### config.mk
export PLATFORM = sky130hd
export DESIGN_NAME = stopwatch_up
export DESIGN_NICKNAME = d
export VERILOG_FILES = /design/src/rtl/stopwatch_up.sv
export SDC_FILE = /design/constraint.sdc
export NUM_CORES = 1
export LEC_CHECK = 0
export CAP_MARGIN = 20
export CORE_MARGIN = 1.5
export CORE_UTILIZATION = 29
export DETAILED_ROUTE_END_ITERATION = 7
export GPL_ROUTABILITY_DRIVEN = 0
export PLACE_DENSITY_LB_ADDON = 0.3
export SYNTH_ARGS = -nofsm -noshare
export SYNTH_HDL_FRONTEND = slang
export SYNTH_SLANG_ARGS = --single-unit
export TNS_END_PERCENT = 30
### constraint.sdc
create_clock -name clk -period 2.7 [get_ports clk]
set_clock_uncertainty 0.05 [all_clocks]
set_input_delay 0.675 -clock clk [delete_from_list [all_inputs] [get_ports clk]]
set_output_delay 0.675 -clock clk [all_outputs]
set_load 0.1 [all_outputs]
### src/rtl/stopwatch_up.sv
// Two-digit BCD count-up stopwatch (00-99) with start/stop, lap-hold and clear.
// Every output is a flop loaded from the next-state values, so no input reaches an output combinationally.
`timescale 1ns/1ps
module stopwatch_up #(
  parameter int unsigned TICK_FACTOR = 100_000_000
) (
  input  logic       clk,
  input  logic       rst,
  input  logic       start_stop,
  input  logic       lap,
  input  logic       clear,
  output logic [3:0] tens,
  output logic [3:0] ones,
  output logic       running,
  output logic       lap_active,
  output logic       overflow,
  output logic       sec_tick
);

  localparam int unsigned PW = (TICK_FACTOR > 1) ? $clog2(TICK_FACTOR) : 1;
  localparam logic [PW-1:0] PRE_MAX = PW'(TICK_FACTOR - 1);
  localparam logic [PW-1:0] PRE_ONE = PW'(1);

  typedef enum logic [1:0] {STOPPED, RUNNING, LAP_HOLD, PAUSED} state_t;

  state_t        state_q, state_d;
  logic [3:0]    live_t_q, live_o_q, lap_t_q, lap_o_q;
  logic [3:0]    live_t_d, live_o_d, lap_t_d, lap_o_d;
  logic [PW-1:0] pre_q, pre_d;
  logic          ovf_d, tick, advance;
  logic [3:0]    disp_t_d, disp_o_d;

  always_comb begin
    state_d  = state_q;
    live_t_d = live_t_q;
    live_o_d = live_o_q;
    lap_t_d  = lap_t_q;
    lap_o_d  = lap_o_q;
    pre_d    = pre_q;
    ovf_d    = overflow;
    tick     = 1'b0;

    // The resume edge also advances the prescaler, so a paused partial second
    // finishes TICK_FACTOR-1-p edges after resuming.
    advance = (state_q == RUNNING) || (state_q == LAP_HOLD) ||
              ((state_q == PAUSED) && start_stop && !clear);

    if (advance) begin
      if (pre_q == PRE_MAX) begin
        pre_d = '0;
        tick  = 1'b1;
        if (live_o_q == 4'd9) begin
          live_o_d = '0;
          if (live_t_q == 4'd9) begin
            live_t_d = '0;
            ovf_d    = 1'b1;
          end else begin
            live_t_d = live_t_q + 4'd1;
          end
        end else begin
          live_o_d = live_o_q + 4'd1;
        end
      end else begin
        pre_d = pre_q + PRE_ONE;
      end
    end

    case (state_q)
      STOPPED: begin
        if (clear) begin
          live_t_d = '0;
          live_o_d = '0;
          ovf_d    = 1'b0;
        end else if (start_stop) begin
          state_d = RUNNING;
          pre_d   = '0;
        end
      end
      RUNNING: begin
        if (start_stop) begin
          state_d = PAUSED;
        end else if (lap) begin
          state_d = LAP_HOLD;
          lap_t_d = live_t_d;
          lap_o_d = live_o_d;
        end
      end
      LAP_HOLD: begin
        if (start_stop) begin
          state_d = PAUSED;
        end else if (lap) begin
          state_d = RUNNING;
        end
      end
      PAUSED: begin
        if (clear) begin
          state_d  = STOPPED;
          live_t_d = '0;
          live_o_d = '0;
          pre_d    = '0;
          ovf_d    = 1'b0;
        end else if (start_stop) begin
          state_d = RUNNING;
        end
      end
      default: state_d = STOPPED;
    endcase

    disp_t_d = (state_d == LAP_HOLD) ? lap_t_d : live_t_d;
    disp_o_d = (state_d == LAP_HOLD) ? lap_o_d : live_o_d;
  end

  always_ff @(posedge clk or negedge rst) begin
    if (!rst) begin
      state_q    <= STOPPED;
      live_t_q   <= '0;
      live_o_q   <= '0;
      lap_t_q    <= '0;
      lap_o_q    <= '0;
      pre_q      <= '0;
      tens       <= '0;
      ones       <= '0;
      running    <= 1'b0;
      lap_active <= 1'b0;
      overflow   <= 1'b0;
      sec_tick   <= 1'b0;
    end else begin
      state_q    <= state_d;
      live_t_q   <= live_t_d;
      live_o_q   <= live_o_d;
      lap_t_q    <= lap_t_d;
      lap_o_q    <= lap_o_d;
      pre_q      <= pre_d;
      tens       <= disp_t_d;
      ones       <= disp_o_d;
      running    <= (state_d == RUNNING) || (state_d == LAP_HOLD);
      lap_active <= (state_d == LAP_HOLD);
      overflow   <= ovf_d;
      sec_tick   <= tick;
    end
  end

endmodule

==> impl_metrics.yaml <==
logic_synthesis:
  yosysWarnings: 0
  synthFlopType: "dfrtp_1"
  synth_top_area_share_pct: 46.5
  synth-simple-area-share_pct: 25.8
  syn_area_mm2: 0.00307
  ys_types: 57
  synthMuxAreaShare_pct: 1.35
  yosys.area_share.xor_xnor_pct: 8.57
  synth_top_family_by_area: "simple AND/OR/NAND/NOR gates"
  syn_nets: 325
  synth_common_cells: "dfrtp_1 (57), nor2_1 (54), xnor2_1 (24)"
  synth-adder-area-share_pct: 2.45
  yosysMostFrequentCell: "dfrtp_1"
  async_reset_ff_share_pct: 100
  syn_area_per_cell_um2: 9.76
  synth-edff-count: 0
  synth_compound_area_share_pct: 11.4
  seq_area_frac_synth_pct: 46.5
  synth_area_leaders: "dfrtp_1 (47%), xnor2_1 (6.9%), nor2_1 (6.6%)"
  postSynthRegisterBits: 57
  syn_inst: 314
  synth.largest_area_cell: "dfrtp_1"
power:
  switchingPower_mw: 1.16
  power.density_cell_area_mw_per_mm2: 849
  pwr-share-seq_pct: 31.1
  vdd_drop_max_mv: 0.448
  clock_power_share_pct: 32.1
  p_int_mw: 2.07
  leakage_nw: 1.67
  switching_share_pct: 36.1
  pwr-share-comb_pct: 36.7
sta:
  setup_viol: 0
  slew_violations: 0
  slew_headroom_pct: 64.8
  rsz0062_at_grt: "false"
  period_share_pct: 94.9
  fmax_mhz: 390
  tns_ps: 0
  min_period_ps: 2560
  final_hold_viol_count: 0
  worst_pin_slew_ps: 527
  hold-worst-slack_ps: 267
clock_tree:
  cts_tree: "done"
  cts_root_buf: "clkbuf_8"
  clk_pin_slew_ps: 70
  htreeDepth: 3
  insertion_delay_ps: 340
  cts_hold_buf: 0
  clock_sinks: 57
  clock_path_buffers: 2
  numCtsBuffers: 9
critical_path:
  reg2reg_from: "state_q[0]$_DFF_PN0_"
  critical_path_arrival_ps: 2790
  path_class: "in2reg"
  cp-startpoint: "clear"
  r2r_end: "tens[2]$_DFF_PN0_"
  critPathLaunchType: "primary input"
  reg2regPathDepth: 12
  r2r_setup_slack_ps: 250
  cp_max_fo: 4
  crit_path_end_kind: "flip-flop"
  cp.required_ps: 2930
final_layout:
  fin_util_pct: 37.0
  syn_to_final_growth_pct: 24.1
  drive_gt1_share_pct: 21.6
  nets: 367
  fillers: 1056
  layout.cells.non_filler: 497
  antenna_cells: 0
detailed_routing:
  drc: 0
  vias: 2344
  viasPerCell: 4.72
  wl_per_cell_um: 12.8
  antenna_left: 0
  wl_um: 6340
  drt-initial-drc-count: 85
  firstDrtPassIters: 4
global_route:
  antenna_found_initial: 0
  grt_pass1_vias: 2324
  overflow: 0
  grt_pass1_wl_um: 11400
  grt_max_degree: 58
  grtUsageTotal_pct: 12.9
die:
  row_count: 37
  core_area_mm2: 0.0103
  fp.dieH_um: 106
  start_util_pct: 29.8
  ios: 17
  die_area_mm2: 0.0112
  die_w_um: 106
job:
  cap_violations: 0
placement:
  portBuffers: 16
  dp_cells: 481
  dp_hpwl_um: 4420
worst_hold_path:
  hold_class: "in2async"
outcome:
  status: "finished, final reports clean"
registers in the layout, summed over array words and instances (netlist names):
name and count:
live_o_q 4, lap_active 1, pre_q 27, running 1, ones 4, lap_t_q 4
live_t_q 4, sec_tick 1, state_q 2, overflow 1, tens 4, lap_o_q 4
layout make-up:
cell class,count,area [µm²],share of cell area (%)
multi-input cells,231,1530,40.3
clock inverters,4,97.6,2.57
repair buffers,45,368,9.67
clock buffers,12,165,4.34
well taps,136,170,4.47
inverters,12,45.0,1.18
flip-flops and latches,57,1430,37.5
layer usage:
layer  track usage [%]  part of all wire, %  up-vias
met1              16.4                   49     1127
met2              20.3                   46       27
met5                 0                    0        -
li1                  -                    -     1182
met3              4.64                  3.5        8
met4              4.05                  1.3        0
repair_timing:
item	in CTS	in global routing
endpoints found under the setup margin	1	5
gates resized for setup	1	3
buffers inserted	0	0
power groups by stage:
stage | sequential, mW | clock [mW] | combinational (mW)
final | 1.01 | 1.04 | 1.19
after global routing | 1.02 | 1.11 | 1.30
after floorplan | 1.24 | 0 | 0.588
after global placement | 1.02 | 0 | 1.18
after detailed placement | 1.02 | 0 | 1.18
after CTS | 1.01 | 1.06 | 1.19
metrics by stage:
stage          worst slack, ps  instance area (µm²)  power [mW]
5_1_grt                   5.69                 3800        3.43
2_1_floorplan              147                 3070        1.83
6_report                   137                 3800        3.23
4_1_cts                   21.7                 3790        3.26
3_5_place_dp              -397                 3530        2.20
3_3_place_gp              -310                 3530        2.20
worst max-delay path by stage:
stage,endpoint,slack [ps],depth (start not counted)
after floorplan,tens[2]$_DFF_PN0_,150,10
after global placement,tens[2]$_DFF_PN0_,-310,9
after detailed placement,tens[2]$_DFF_PN0_,-400,10
after CTS,tens[2]$_DFF_PN0_,20,10
after global routing,tens[2]$_DFF_PN0_,6,11
final,tens[2]$_DFF_PN0_,140,10
cell families (layout without fill, tap and decap cells):
| group | Yosys count | after routing |
|---|---|---|
| AO/OA/AOI/OAI | 47 | 47 |
| XOR/XNOR | 30 | 30 |
| buffers and inverters | 26 | 73 |
| AND/OR/NAND/NOR | 144 | 144 |
| multiplexers | 4 | 4 |
| adder cells (fa/ha/maj) | 6 | 6 |
| flip-flops | 57 | 57 |
placed cells by master, fill, tap and decap left out, types with 3 or more instances in the layout:
cell,count
nor2_1,54
xnor2_1,24
ha_1,6
clkbuf_8,12
clkdlybuf4s50_1,3
xor2_1,6
a21oi_1,10
nor2b_1,6
and2_1,3
o21ai_1,3
nand4_1,5
nand3_1,9
nor4_1,5
nand2_1,21
o21ai_0,10
bufinv_16,3
dfrtp_1,57
and3_1,8
buf_4,39
nor3_1,12
mux2i_1,3
nor4_4,3
inv_1,12
critical path, stage by stage:
cell	delay (ps)
clkdlybuf4s50_1	430
nor2b_2	200
a21oi_1	90
a21oi_1	190
o21ai_0	120
ha_1	220
or2_2	300
a21boi_2	190
nor4b_2	230
a221o_1	140
(Power assumes the default switching activity.)
